$ cat src/rtl/sha256_block_engine.sv
// SHA-256/224 compression engine. Takes padded 512-bit blocks from a stream,
// chains the hash state across a message, and holds each digest as a level.
module sha256_block_engine #(
    parameter int UNROLL = 1
) (
    input  logic         clock,
    input  logic         resetn,
    input  logic         mode,
    input  logic [511:0] s_tdata_i,
    input  logic         s_tlast_i,
    input  logic         s_tvalid_i,
    output logic         s_tready_o,
    output logic [255:0] digest_o,
    output logic         digest_valid_o,
    output logic         digest_last_o
);

    typedef enum logic [1:0] {IDLE, LOAD, ROUND, FINAL} state_t;

    localparam logic [0:7][31:0] IV256 = {
        32'h6a09e667, 32'hbb67ae85, 32'h3c6ef372, 32'ha54ff53a,
        32'h510e527f, 32'h9b05688c, 32'h1f83d9ab, 32'h5be0cd19
    };
    localparam logic [0:7][31:0] IV224 = {
        32'hc1059ed8, 32'h367cd507, 32'h3070dd17, 32'hf70e5939,
        32'hffc00b31, 32'h68581511, 32'h64f98fa7, 32'hbefa4fa4
    };
    localparam logic [0:63][31:0] K = {
        32'h428a2f98, 32'h71374491, 32'hb5c0fbcf, 32'he9b5dba5,
        32'h3956c25b, 32'h59f111f1, 32'h923f82a4, 32'hab1c5ed5,
        32'hd807aa98, 32'h12835b01, 32'h243185be, 32'h550c7dc3,
        32'h72be5d74, 32'h80deb1fe, 32'h9bdc06a7, 32'hc19bf174,
        32'he49b69c1, 32'hefbe4786, 32'h0fc19dc6, 32'h240ca1cc,
        32'h2de92c6f, 32'h4a7484aa, 32'h5cb0a9dc, 32'h76f988da,
        32'h983e5152, 32'ha831c66d, 32'hb00327c8, 32'hbf597fc7,
        32'hc6e00bf3, 32'hd5a79147, 32'h06ca6351, 32'h14292967,
        32'h27b70a85, 32'h2e1b2138, 32'h4d2c6dfc, 32'h53380d13,
        32'h650a7354, 32'h766a0abb, 32'h81c2c92e, 32'h92722c85,
        32'ha2bfe8a1, 32'ha81a664b, 32'hc24b8b70, 32'hc76c51a3,
        32'hd192e819, 32'hd6990624, 32'hf40e3585, 32'h106aa070,
        32'h19a4c116, 32'h1e376c08, 32'h2748774c, 32'h34b0bcb5,
        32'h391c0cb3, 32'h4ed8aa4a, 32'h5b9cca4f, 32'h682e6ff3,
        32'h748f82ee, 32'h78a5636f, 32'h84c87814, 32'h8cc70208,
        32'h90befffa, 32'ha4506ceb, 32'hbef9a3f7, 32'hc67178f2
    };

    localparam logic [5:0] T_LAST = 6'(64 - UNROLL);
    localparam logic [5:0] T_STEP = 6'(UNROLL);

    function automatic logic [31:0] bsig0(input logic [31:0] x);
        return {x[1:0], x[31:2]} ^ {x[12:0], x[31:13]} ^ {x[21:0], x[31:22]};
    endfunction

    function automatic logic [31:0] bsig1(input logic [31:0] x);
        return {x[5:0], x[31:6]} ^ {x[10:0], x[31:11]} ^ {x[24:0], x[31:25]};
    endfunction

    function automatic logic [31:0] ssig0(input logic [31:0] x);
        return {x[6:0], x[31:7]} ^ {x[17:0], x[31:18]} ^ (x >> 3);
    endfunction

    function automatic logic [31:0] ssig1(input logic [31:0] x);
        return {x[16:0], x[31:17]} ^ {x[18:0], x[31:19]} ^ (x >> 10);
    endfunction

    function automatic logic [31:0] ch(
        input logic [31:0] e, input logic [31:0] f, input logic [31:0] g
    );
        return (e & f) ^ (~e & g);
    endfunction

    function automatic logic [31:0] maj(
        input logic [31:0] a, input logic [31:0] b, input logic [31:0] c
    );
        return (a & b) ^ (a & c) ^ (b & c);
    endfunction

    state_t            state_q;
    logic [0:7][31:0]  st_q, st_d;
    logic [0:7][31:0]  h_q, h_d;
    logic [0:7][31:0]  iv;
    logic [0:15][31:0] w_q, w_d;
    logic [5:0]        t_q;
    logic              first_q;
    logic              last_q;
    logic              mode_q;
    logic              ready_q;
    logic              dvalid_q;
    logic              dlast_q;
    logic [255:0]      digest_q;
    logic [31:0]       t1, t2, wn;

    // a..h live at indices 0..7; w_q[0] is always W[t] for the current round.
    always_comb begin
        st_d = st_q;
        w_d  = w_q;
        t1   = '0;
        t2   = '0;
        wn   = '0;
        for (int u = 0; u < UNROLL; u++) begin
            t1 = st_d[7] + bsig1(st_d[4]) + ch(st_d[4], st_d[5], st_d[6])
               + K[t_q + 6'(u)] + w_d[0];
            t2 = bsig0(st_d[0]) + maj(st_d[0], st_d[1], st_d[2]);
            wn = ssig1(w_d[14]) + w_d[9] + ssig0(w_d[1]) + w_d[0];
            st_d = {t1 + t2, st_d[0:2], st_d[3] + t1, st_d[4:6]};
            w_d  = {w_d[1:15], wn};
        end
    end

    always_comb begin
        for (int i = 0; i < 8; i++) begin
            h_d[i] = h_q[i] + st_q[i];
        end
        iv = mode_q ? IV256 : IV224;
    end

    always_ff @(posedge clock) begin
        if (!resetn) begin
            state_q  <= IDLE;
            ready_q  <= 1'b1;
            dvalid_q <= 1'b0;
            dlast_q  <= 1'b0;
            digest_q <= '0;
            first_q  <= 1'b1;
            last_q   <= 1'b0;
            mode_q   <= 1'b1;
            t_q      <= '0;
        end else begin
            unique case (state_q)
                IDLE: begin
                    // The block is captured here so the source may move on at once.
                    if (s_tvalid_i) begin
                        w_q      <= s_tdata_i;
                        last_q   <= s_tlast_i;
                        if (first_q) mode_q <= mode;
                        ready_q  <= 1'b0;
                        dvalid_q <= 1'b0;
                        dlast_q  <= 1'b0;
                        state_q  <= LOAD;
                    end
                end
                LOAD: begin
                    if (first_q) begin
                        h_q  <= iv;
                        st_q <= iv;
                    end else begin
                        st_q <= h_q;
                    end
                    t_q     <= '0;
                    state_q <= ROUND;
                end
                ROUND: begin
                    st_q <= st_d;
                    w_q  <= w_d;
                    t_q  <= t_q + T_STEP;
                    if (t_q == T_LAST) state_q <= FINAL;
                end
                FINAL: begin
                    h_q      <= h_d;
                    digest_q <= mode_q ? h_d : {h_d[0:6], 32'h0};
                    dvalid_q <= 1'b1;
                    dlast_q  <= last_q;
                    first_q  <= last_q;
                    ready_q  <= 1'b1;
                    state_q  <= IDLE;
                end
            endcase
        end
    end

    assign s_tready_o     = ready_q;
    assign digest_o       = digest_q;
    assign digest_valid_o = dvalid_q;
    assign digest_last_o  = dlast_q;

endmodule
$ cat config.mk
export PLATFORM = sky130hd
export DESIGN_NAME = sha256_block_engine
export DESIGN_NICKNAME = d
export VERILOG_FILES = /design/src/rtl/sha256_block_engine.sv
export SDC_FILE = /design/constraint.sdc
export NUM_CORES = 2
export LEC_CHECK = 0
export ABC_CLOCK_PERIOD_IN_PS = 15450
export CORE_MARGIN = 3
export CORE_UTILIZATION = 50
export DETAILED_ROUTE_END_ITERATION = 10
export GPL_TIMING_DRIVEN = 0
export PLACE_DENSITY = 0.73
export SETUP_SLACK_MARGIN = 0.02
export SYNTH_ARGS = -nofsm -noshare
export SYNTH_HDL_FRONTEND = slang
export SYNTH_SLANG_ARGS = --single-unit
$ cat constraint.sdc
create_clock -name clock -period 15.45 [get_ports clock]
set_clock_uncertainty 0.1 [all_clocks]
set_input_delay 2.3175 -clock clock [delete_from_list [all_inputs] [get_ports clock]]
set_output_delay 2.3175 -clock clock [all_outputs]
set_load 0.01 [all_outputs]
==> flow_metrics.tcl <==
set metrics [dict create \
    synth_edf_count 1024 \
    grt_max_degree 75 \
    cp_data_arrival_time_ns 12.76 \
    cts_resized 0 \
    multiInputGateArea_mm2 0.0415 \
    dp_cells 10742 \
    gp_congestion 1.07 \
    reg2reg_slack_ns 3.14 \
    hold_viol 0 \
    vias_per_cell 6.46 \
    setup_viol 0 \
    ys_types 98 \
    cp_slowest_cell "o21ai_0" \
    whs_ns 0.370 \
    slew_headroom_pct -8.10 \
    start_util_pct 50.5 \
    ys_ff_latch 1294 \
    io_buffers 774 \
    final_common_cell "edfxtp_1" \
    fin_setup_tns_ns 0 \
    hold_end "digest_o[112]$_SDFFE_PN0P_" \
    syn2layout_area_growth_pct 19.8 \
    grt_overflow 0 \
    drc 0 \
    status "complete, but fails checks" \
    clkLatencyLatePin_ns 0.85 \
    min_period_ns 12.31 \
    r2r_start "t_q[1]$_SDFFE_PN0N_" \
    antenna_found_initial 84 \
    cp-end-kind "flip-flop" \
    clk_path_buf_depth 3 \
    layout-drive-gt1-share_pct 10.4 \
    rsz0062_at_grt "no" \
    vias 71569 \
    num_rows 147 \
    fillers 13517 \
    postCtsSetupBuffers 0 \
    hold_path.class "flip-flop to flip-flop" \
    dieArea_mm2 0.167 \
    tightest_slew_ns 1.62 \
    cap_violations 9 \
    dp_hpwl_um 290000 \
    die_y_um 409 \
    ys_seq_area_share_pct 44.5 \
    clk_pin_slew_worst_paths_ns 0.07 \
    cp-start-kind "flip-flop" \
    cts.sinks 1294 \
    hold_depth 2 \
    syn_avg_cell_area_um2 10.4 \
    r2r-end "st_d[223]$_DFFE_PP_" \
    stdcell_count 11075 \
    hold_start "digest_o[112]$_SDFFE_PN0P_" \
    cts_tree "yes" \
    fin_nets 9849 \
    synth_nets 8903 \
    finalMaxSlewViolations 77 \
    wl_um 371000 \
    wl_per_cell_um 33.5 \
    synth_top_flop_cell "edfxtp_1" \
    syn_area_mm2 0.0812 \
    cp_slowest_stage_delay_ns 1.05 \
    place_ws_ns 3.51 \
    htreeDepth 4 \
    finalCritPeriodShare_pct 79.7 \
    numCtsBuffers 149 \
    clk_root_buffer_cell "clkbuf_16" \
    first_pass_iters 9 \
    async_reset_ff_share_pct 0 \
    violations "max-capacitance violations, max-slew violations" \
    crit_buf_inv 8 \
    grt_pass1_vias 66194 \
    drtAntennaViolNets 0 \
    syn_inst 7788 \
    final_cell_mix "edfxtp_1 (1024), clkdlybuf4s50_1 (774), nand2_1 (671)" \
    grt_pass1_wl_um 504000 \
    ios 776 \
    crit_type "flip-flop to flip-flop" \
    required_ns 15.90 \
    initialDrtViolationCount 11518 \
    timing.fmax_ghz 0.0812 \
    synth_warnings 0 \
    track_usage_pct 42.8 \
    worstPathMaxFanout 12 \
    r2r_cells 37 \
    cpLargestDelayFamily "compound AO/OA/AOI/OAI gates" \
    layout_setup_ws_ns 3.14 \
    die_x_um 409 \
    cts_hold_buf 0 \
    regArea_mm2 0.0362 \
    coreArea_mm2 0.161 \
]
## sequential cells by signal, summed over array words and instances (netlist names), 2 cells and up
register,cells
digest_o,256
h_q,256
st_d,192
st_q,64
state_q,2
t_q,6
w_d,480
w_q,32
## logic make-up after synthesis
group                      share of synthesized area, %
buffers and inverters                              4.43
adders and majority gates                          11.0
AOI/OAI and AO/OA                                  16.1
and+or+nand+nor                                    9.35
DFF                                                44.5
muxes                                              8.55
xor gates and xnor gates                           6.04
## worst max path at each step
stage / from / to / slack (ns) / cells past startpoint
after floorplan: resetn / w_d[100]$_DFFE_PP_ / 5.58 / 4
after global placement: resetn / h_q[132]$_DFFE_PP_ / -0.19 / 4
after detailed placement: t_q[1]$_SDFFE_PN0N_ / st_d[223]$_DFFE_PP_ / 3.51 / 36
after CTS: t_q[1]$_SDFFE_PN0N_ / st_d[223]$_DFFE_PP_ / 3.48 / 36
after global routing: t_q[1]$_SDFFE_PN0N_ / st_d[221]$_DFFE_PP_ / 2.80 / 37
final: t_q[1]$_SDFFE_PN0N_ / st_d[223]$_DFFE_PP_ / 3.14 / 37
## worst register-to-register path, delay by kind of cell, from the launching register on
| kind | cells | cell delay [ns] |
|---|---|---|
| compound gates | 15 | 4.13 |
| xor+xnor | 3 | 1.40 |
| fa+ha+maj | 6 | 2.81 |
| buf+inv | 8 | 2.28 |
| flops | 1 | 0.48 |
| simple gates | 5 | 0.80 |
## layout make-up
class	instances	share of cell area, %
inverters	537	2.07
clock inverters	69	0.703
well taps	2160	2.78
plain buffers	421	1.66
flip-flops and latches	1294	37.2
clock buffers	206	4.35
multi-input cells	5536	42.7
diodes	57	0.147
repair buffers	795	8.47
## cell usage after synthesis, types with 36 or more instances
| library cell | instances | share of area (%) |
|---|---|---|
| nor2b_1 | 95 | 0.73 |
| a31oi_1 | 53 | 0.41 |
| nor3_1 | 126 | 0.78 |
| o21ai_0 | 511 | 3.1 |
| a21o_1 | 258 | 2.4 |
| o21bai_1 | 59 | 0.55 |
| edfxtp_1 | 1024 | 38 |
| inv_1 | 533 | 2.5 |
| a21oi_1 | 629 | 3.9 |
| mux2_2 | 575 | 8.0 |
| nand3_1 | 119 | 0.73 |
| dfxtp_1 | 270 | 6.7 |
| nand2b_1 | 60 | 0.46 |
| a21boi_0 | 192 | 1.8 |
| nor2_1 | 410 | 1.9 |
| a211oi_1 | 39 | 0.36 |
| xnor2_1 | 371 | 4.0 |
| nand2_1 | 671 | 3.1 |
| fa_1 | 195 | 4.8 |
| clkbuf_1 | 377 | 1.7 |
| buf_1 | 40 | 0.18 |
| xor2_1 | 187 | 2.0 |
| o211ai_1 | 36 | 0.33 |
| ha_1 | 403 | 6.2 |
| or3_1 | 39 | 0.30 |
| o21a_1 | 57 | 0.53 |
## stage by stage
step | cell area, um2 | utilization (%)
after floorplan | 81200 | -
after global placement | 91700 | 57.0
after detailed placement | 92200 | 57.3
after CTS | 97100 | 60.4
after global routing | 97200 | 60.4
final | 97300 | 60.5
## routing by layer
metal  vias up  track usage (%)  wire (um)
met5         -            0.402        538
met4        64             18.3      18000
met3       987             19.9      63200
met2      5675             57.3     147000
met1     35007             58.9     143000
li1      29836                -          -
Power is not shown: default switching activity piles up to over one toggle a cycle in this logic, so the estimate is an artifact.
